File: config.mk
export PLATFORM = sky130hd
export DESIGN_NAME = rx_frame_ctrl
export DESIGN_NICKNAME = d
export VERILOG_FILES = /design/src/rtl/rx_pkg.sv /design/src/rtl/rx_gap_timer.sv /design/src/rtl/rx_frame_ctrl.sv
export SDC_FILE = /design/constraint.sdc
export NUM_CORES = 1
export LEC_CHECK = 0
export CORE_MARGIN = 2
export CORE_UTILIZATION = 25
export DETAILED_ROUTE_END_ITERATION = 10
export GPL_TIMING_DRIVEN = 0
export PLACE_DENSITY = 0.44
export SYNTH_ARGS = -nofsm -noshare
export SYNTH_HDL_FRONTEND = slang
export SYNTH_SLANG_ARGS = --single-unit
File: constraint.sdc
create_clock -name clock -period 2.11 [get_ports clock]
set_input_delay 0.3165 -clock clock [delete_from_list [all_inputs] [get_ports clock]]
set_output_delay 0.3165 -clock clock [all_outputs]
set_load 0.005 [all_outputs]
File: src/rtl/rx_pkg.sv
// Shared types and constants for the UART frame sequencer.
package rx_pkg;

  typedef enum logic [1:0] {
    IDLE     = 2'd0,
    OUT_PL   = 2'd1,
    IN_PL    = 2'd2,
    WAIT_ACK = 2'd3
  } rx_state_e;

  localparam logic [7:0] HDR_OUT_DEFAULT = 8'hA5;
  localparam logic [7:0] HDR_IN_DEFAULT  = 8'h00;

  // True while a payload is being streamed to either channel.
  function automatic logic isPayloadState(input rx_state_e s);
    return (s == OUT_PL) || (s == IN_PL);
  endfunction

endpackage

File: src/rtl/rx_gap_timer.sv
// Inter-byte gap timer: counts idle cycles and flags the terminal count.
module rx_gap_timer #(
  parameter int GAP_TIMEOUT = 20000
) (
  input  logic clock,
  input  logic nrst,
  input  logic clear_i,
  input  logic enable_i,
  output logic tc_o
);

  localparam int TW = $clog2(GAP_TIMEOUT);
  localparam logic [TW-1:0] TERMINAL = TW'(GAP_TIMEOUT - 1);

  logic [TW-1:0] count_q;
  logic [TW-1:0] count_d;

  assign tc_o = (count_q == TERMINAL);

  // Clear wins over counting; the count parks at terminal so it cannot wrap.
  always_comb begin
    count_d = count_q;
    if (clear_i) begin
      count_d = '0;
    end else if (enable_i && !tc_o) begin
      count_d = count_q + 1'b1;
    end
  end

  // Count register.
  always_ff @(posedge clock or negedge nrst) begin
    if (!nrst) begin
      count_q <= '0;
    end else begin
      count_q <= count_d;
    end
  end

endmodule

File: src/rtl/rx_frame_ctrl.sv
// Frame sequencer: decodes a header byte, steers a fixed-length payload to
// the OUT or IN channel, then holds that channel until it acknowledges.
module rx_frame_ctrl
  import rx_pkg::*;
#(
  parameter logic [7:0] HDR_OUT     = HDR_OUT_DEFAULT,
  parameter logic [7:0] HDR_IN      = HDR_IN_DEFAULT,
  parameter int         PAYLOAD_LEN = 4,
  parameter int         GAP_TIMEOUT = 20000
) (
  input  logic       clock,
  input  logic       nrst,
  input  logic       byte_valid,
  input  logic [7:0] byte_data,
  input  logic       out_comp,
  input  logic       in_comp,
  output logic       vctr_out,
  output logic       vctr_in,
  output logic [7:0] pl_data,
  output logic       out_valid,
  output logic       in_valid,
  output logic       frame_done,
  output logic       frame_err,
  output logic       overrun,
  output logic       busy
);

  localparam int CW = $clog2(PAYLOAD_LEN + 1);
  localparam logic [CW-1:0] LAST_CNT = CW'(PAYLOAD_LEN - 1);

  rx_state_e   state_q, state_d;
  logic [CW-1:0] cnt_q, cnt_d;
  logic        vctrOut_q, vctrOut_d;
  logic        vctrIn_q, vctrIn_d;
  logic [7:0]  plData_q, plData_d;
  logic        outValid_q, outValid_d;
  logic        inValid_q, inValid_d;
  logic        frameDone_q, frameDone_d;
  logic        frameErr_q, frameErr_d;
  logic        overrun_q, overrun_d;
  logic        busy_q, busy_d;
  logic        gapTc;
  logic        ack;

  // The timer only runs while streaming a payload; any byte restarts it.
  rx_gap_timer #(
    .GAP_TIMEOUT(GAP_TIMEOUT)
  ) u_gap_timer (
    .clock   (clock),
    .nrst    (nrst),
    .clear_i (byte_valid || !isPayloadState(state_q)),
    .enable_i(isPayloadState(state_q)),
    .tc_o    (gapTc)
  );

  // Next-state and next-output logic; strobes default low every cycle.
  always_comb begin
    state_d     = state_q;
    cnt_d       = cnt_q;
    vctrOut_d   = vctrOut_q;
    vctrIn_d    = vctrIn_q;
    plData_d    = plData_q;
    outValid_d  = 1'b0;
    inValid_d   = 1'b0;
    frameDone_d = 1'b0;
    frameErr_d  = 1'b0;
    overrun_d   = 1'b0;
    ack         = (vctrOut_q && out_comp) || (vctrIn_q && in_comp);

    case (state_q)
      IDLE: begin
        if (byte_valid) begin
          if (byte_data == HDR_OUT) begin
            state_d   = OUT_PL;
            vctrOut_d = 1'b1;
          end else if (byte_data == HDR_IN) begin
            state_d  = IN_PL;
            vctrIn_d = 1'b1;
          end
        end
      end
      OUT_PL, IN_PL: begin
        if (byte_valid) begin
          plData_d   = byte_data;
          outValid_d = (state_q == OUT_PL);
          inValid_d  = (state_q == IN_PL);
          cnt_d      = cnt_q + 1'b1;
          if (cnt_q == LAST_CNT) begin
            state_d = WAIT_ACK;
          end
        end else if (gapTc) begin
          frameErr_d = 1'b1;
          vctrOut_d  = 1'b0;
          vctrIn_d   = 1'b0;
          cnt_d      = '0;
          state_d    = IDLE;
        end
      end
      WAIT_ACK: begin
        if (ack) begin
          frameDone_d = 1'b1;
          vctrOut_d   = 1'b0;
          vctrIn_d    = 1'b0;
          cnt_d       = '0;
          state_d     = IDLE;
        end
        if (byte_valid) begin
          overrun_d = 1'b1;
        end
      end
      default: begin
        state_d   = IDLE;
        vctrOut_d = 1'b0;
        vctrIn_d  = 1'b0;
        cnt_d     = '0;
      end
    endcase

    busy_d = (state_d != IDLE);
  end

  // State, counter and registered outputs; reset aborts any frame silently.
  always_ff @(posedge clock or negedge nrst) begin
    if (!nrst) begin
      state_q     <= IDLE;
      cnt_q       <= '0;
      vctrOut_q   <= 1'b0;
      vctrIn_q    <= 1'b0;
      plData_q    <= 8'h00;
      outValid_q  <= 1'b0;
      inValid_q   <= 1'b0;
      frameDone_q <= 1'b0;
      frameErr_q  <= 1'b0;
      overrun_q   <= 1'b0;
      busy_q      <= 1'b0;
    end else begin
      state_q     <= state_d;
      cnt_q       <= cnt_d;
      vctrOut_q   <= vctrOut_d;
      vctrIn_q    <= vctrIn_d;
      plData_q    <= plData_d;
      outValid_q  <= outValid_d;
      inValid_q   <= inValid_d;
      frameDone_q <= frameDone_d;
      frameErr_q  <= frameErr_d;
      overrun_q   <= overrun_d;
      busy_q      <= busy_d;
    end
  end

  assign vctr_out   = vctrOut_q;
  assign vctr_in    = vctrIn_q;
  assign pl_data    = plData_q;
  assign out_valid  = outValid_q;
  assign in_valid   = inValid_q;
  assign frame_done = frameDone_q;
  assign frame_err  = frameErr_q;
  assign overrun    = overrun_q;
  assign busy       = busy_q;

endmodule

# Yosys cells after proc, flatten, opt, wreduce, memory -nomap -nowiden

Cells that the tools add are included.

Output and inout port bits: 16
Input port bits: 13
Logic and storage cells: 81
Register bits after elaboration: 36

Reductions and logical operators: 18
Add/sub/neg operators: 2
Eq/ne operators: 14
Mux-type cells: 35

Operator list:

| operator                | number |
|---|---|
| $mux W15                | 2 |
| $mux W1                 | 19 |
| $add A15 B1 Y15 const B | 1 |
| $eq A15 B15 Y1 const B  | 1 |
| $mux W2                 | 7 |
| $ne A2 B2 Y1 const B    | 6 |
| $mux W3                 | 3 |
| $eq A8 B8 Y1 const B    | 1 |
| $logic_not A8 Y1        | 1 |
| $pmux W1 S3             | 2 |
| $pmux W2 S3             | 1 |
| $pmux W3 S2             | 1 |
| $reduce_and A6 Y1       | 1 |
| $reduce_bool A2 Y1      | 3 |
| $reduce_and A5 Y1       | 1 |
| $eq A2 B2 Y1 const B    | 2 |
| $add A3 B1 Y3 const B   | 1 |
| $eq A3 B2 Y1 const B    | 1 |
| $logic_and A1 B1 Y1     | 3 |
| $logic_or A1 B1 Y1      | 3 |
| $ne A3 B2 Y1 const B    | 1 |
| $reduce_and A3 Y1       | 1 |
| $eq A2 B1 Y1 const B    | 1 |
| $logic_not A1 Y1        | 2 |
| 4 further kinds         | 4 |

# Logic depth before layout (Yosys ltp)

Depth in word-level cells: 6
Mapped depth: 6
Gate-level depth less buffers: 6

# By module

From an unflattened synthesis, not the netlist that was laid out.

Cells, all modules: 162
Area total of the unflattened synthesis: 1788.0 um^2

Modules (own cells, without submodules):

| module        | times used | cells each | area an instance (um^2) | seq. area each (um^2) |
|---|---|---|---|---|
| rx_frame_ctrl | 1          | 81         | 993.5                   | 525.5 |
| rx_gap_timer  | 1          | 81         | 794.5                   | 375.4 |

# Worst setup path before layout

OpenSTA, ideal clock, no wires.

Kind: register to register
Start point: register u_gap_timer.count_q[0]
End point: register u_gap_timer.count_q[13]
Required time: 2.032 ns
Setup time: 0.078 ns
Stages on the path, launching flop included: 7
Data arrival time: 1.761 ns
Path slack: 0.270 ns
Clock period less this slack: 1.840 ns
Buffers on the path: 1
Cells stage by stage: dfrtp_1 ha_1 and4_4 buf_6 a41o_4 or4b_1 a21oi_1

Cells in the longest elaborated chain, start to end: 4
Elaborated cells between the ends (all ways): 7
Those cells by class: add/sub: 1; eq/ne: 1; mux: 2; reduce/logical: 3

Ends and longest elaborated chain:

| what                                                    | line               | RTL |
|---|---|---|
| start: declaration                                      | rx_gap_timer.sv:15 | `logic [TW-1:0] count_q;` |
| start signal: assignment                                | rx_gap_timer.sv:35 | `count_q <= count_d;` |
| branches (longest 4 deep; another with $add A15 B1 Y15) | -                  |  |

Parallel ways; which one is timed is not known. The select of a mux whose other input is x is not followed.
A chain may end at the register's enable or synchronous reset.

# Worst setup path in the final report

Same ends and word-level chain as after synthesis.

==> results.ini <==
[finish]
nets=221
diodes=0
areaGrowthSynthToFinish_pct=26.6
drive_gt1_share_pct=12.4
layout_common_cells=36 x dfrtp_1, 27 x clkdlybuf4s50_1, 13 x nor2_1
layout.cells.non_filler=301
fillCellCount=737
mostFrequentLayoutCell=dfrtp_1

[worst_setup_path]
worstPathArrival_ps=2170
end_kind=register
crit_path_start_kind=register
crit_required_ps=2320
cp_max_fo=8
critical_path_class=register to register

[sta]
fin_crit_sh_pct=92.6
slew_headroom_pct=45.7
worst_pin_slew_ps=814
whs_ps=119
finalSetupViolations=0
hold_violations=0
finalCriticalPeriod_ps=1950
drv_slew=0
rsz0062_at_grt=no
fmax_mhz=512
skew_ps=3.11

[power_and_ir_drop]
power_density_nw_per_um2=785
peakVddDrop_v=0.000366
sw_frac_of_total_pct=26.0
power_switching_uw=476
internal_power_uw=1350
pwr-share-comb_pct=24.7
power_leakage_uw=0.000973
sequentialPowerShare_pct=47.5
clkPwrFrac_pct=27.8

[synth]
synth_seq_area_share_pct=48.9
synth_edf_count=0
synthCells=166
synth_nets=186
yosys.area.top_type_share_pct=48.9
syn_area_per_cell_um2=11.1
synth_area_leader_cell=dfrtp_1
ys_seq_elements=36
synth_ff_type=dfrtp_1
synthDistinctLibCells=47
async_reset_ff_share_pct=100
ys_warn_count=0
synthTopCellsByArea=dfrtp_1 49%, mux2_2 4.9%, ha_1 4.8%
syn_area_um2=1840

[routing]
routedWlPerCell_um=12.9
ant_nets=0
drt_wl_total_um=3890
vias=1357
via_per_inst=4.51
drt-initial-drc-count=86
remaining_drc_errors=0
first_pass_iters=4

[clock_tree]
cts-resized-gates=0
htree_levels=2
clock_path_buffers=2
postCtsSetupBuffers=0
cts_root_buf=clkbuf_8
cts-hold-fix-buffers=0
clk_pin_slew_ps=70
cts_sinks=36
clk_latency_ps=290
cts_made_buffers=5
cts_tree=built

[status]
outcome=finished, final reports clean

[floorplan]
start_util_pct=25.7
die_h_um=89.8
core_area_um2=7180
io_pins=29
die_area_um2=8070
rows=31
fp.dieW_um=89.8

[grt]
grt_start_max_net_pins=37
grt_overflow=0
track_usage_pct=10.6
grt_pass1_wl_um=6920
grt_pass1_vias=1398
antenna_found_initial=0

[min_path]
hp-class=input port to async pin

[placed_design]
place_congestion=0.713
port_buffers=28
post-place-cells=293
dp_hpwl_um=2820

[run]
cap_viol_max_count=0

## Yosys cell counts (5+ instances only)
cell type,n
a21oi_1,10
and2_1,6
dfrtp_1,36
ha_1,7
inv_1,7
mux2_2,8
nand2_1,7
nand3_1,6
nand4_1,5
nor2_1,13
xor2_1,5
## per-layer routing
| layer | part of all wire [%] | GRT usage [%] | up-vias |
|---|---|---|---|
| li1 | - | - | 674 |
| met1 | 51 | 14.7 | 648 |
| met2 | 43 | 15.2 | 29 |
| met3 | 4.1 | 3.02 | 6 |
| met4 | 2.1 | 4.87 | 0 |
| met5 | 0 | 0 | - |
## stage by stage
step	utilization, %	worst slack, ps	setup TNS, ps	power, uW	cell area, um2
3_5_place_dp	31.2	-65.5	-65.5	1340	2240
2_1_floorplan	-	270	0	1080	1840
6_report	32.5	156	0	1830	2330
5_1_grt	32.5	4.09	0	1950	2330
3_3_place_gp	31.3	-219	-7890	1340	2250
4_1_cts	32.5	146	0	1870	2330
## power groups by stage
stage	Clock (uW)	Sequential [uW]	Combinational, uW
5_1_grt	566	886	502
6_report	509	869	452
3_3_place_gp	0	882	458
2_1_floorplan	0	880	198
4_1_cts	533	871	464
3_5_place_dp	0	881	461
## flip-flops by register name (all words and copies together), names as in the netlist
name                 flops
u_gap_timer.count_q     15
pl_data                  8
cnt_q                    3
state_q                  2
busy                     1
frame_done               1
frame_err                1
in_valid                 1
out_valid                1
overrun                  1
vctr_in                  1
vctr_out                 1
## kinds of logic after synthesis
group / count (synthesis) / share of synthesized area, %
compound gates: 30 / 11.5
flops: 36 / 48.9
mux: 9 / 5.43
xor+xnor: 8 / 3.80
simple gates: 65 / 23.0
buf+inv: 11 / 2.65
fa+ha+maj: 7 / 4.76
## area by class of cell
class | instances | area (um2) | share of cell area, %
plain buffers | 4 | 22.5 | 0.966
inverters | 7 | 26.3 | 1.13
multi-input cells | 119 | 892 | 38.3
well taps | 99 | 124 | 5.31
flip-flops and latches | 36 | 901 | 38.6
clock buffers | 8 | 90.1 | 3.86
repair buffers | 28 | 275 | 11.8
## critical path, cell delays in order, from the launching register on
cell,delay (ps)
dfrtp_1,420
ha_1,250
and4_4,190
buf_6,130
a41o_4,230
or4b_1,510
a21oi_1,150
## final timing paths
kind	from	end	slack, ps	cells past startpoint
max in group asynchronous	nrst	cnt_q[0]	1480	1
worst max-delay path	u_gap_timer.count_q[0]	u_gap_timer.count_q[13]	160	6
min in group clock	cnt_q[1]	cnt_q[1]	500	1
worst min register to register	cnt_q[1]	cnt_q[1]	500	1
worst max register to register	u_gap_timer.count_q[0]	u_gap_timer.count_q[13]	160	6
worst min-delay path	nrst	u_gap_timer.count_q[4]	120	1
Power figures use the tool's default switching activity.
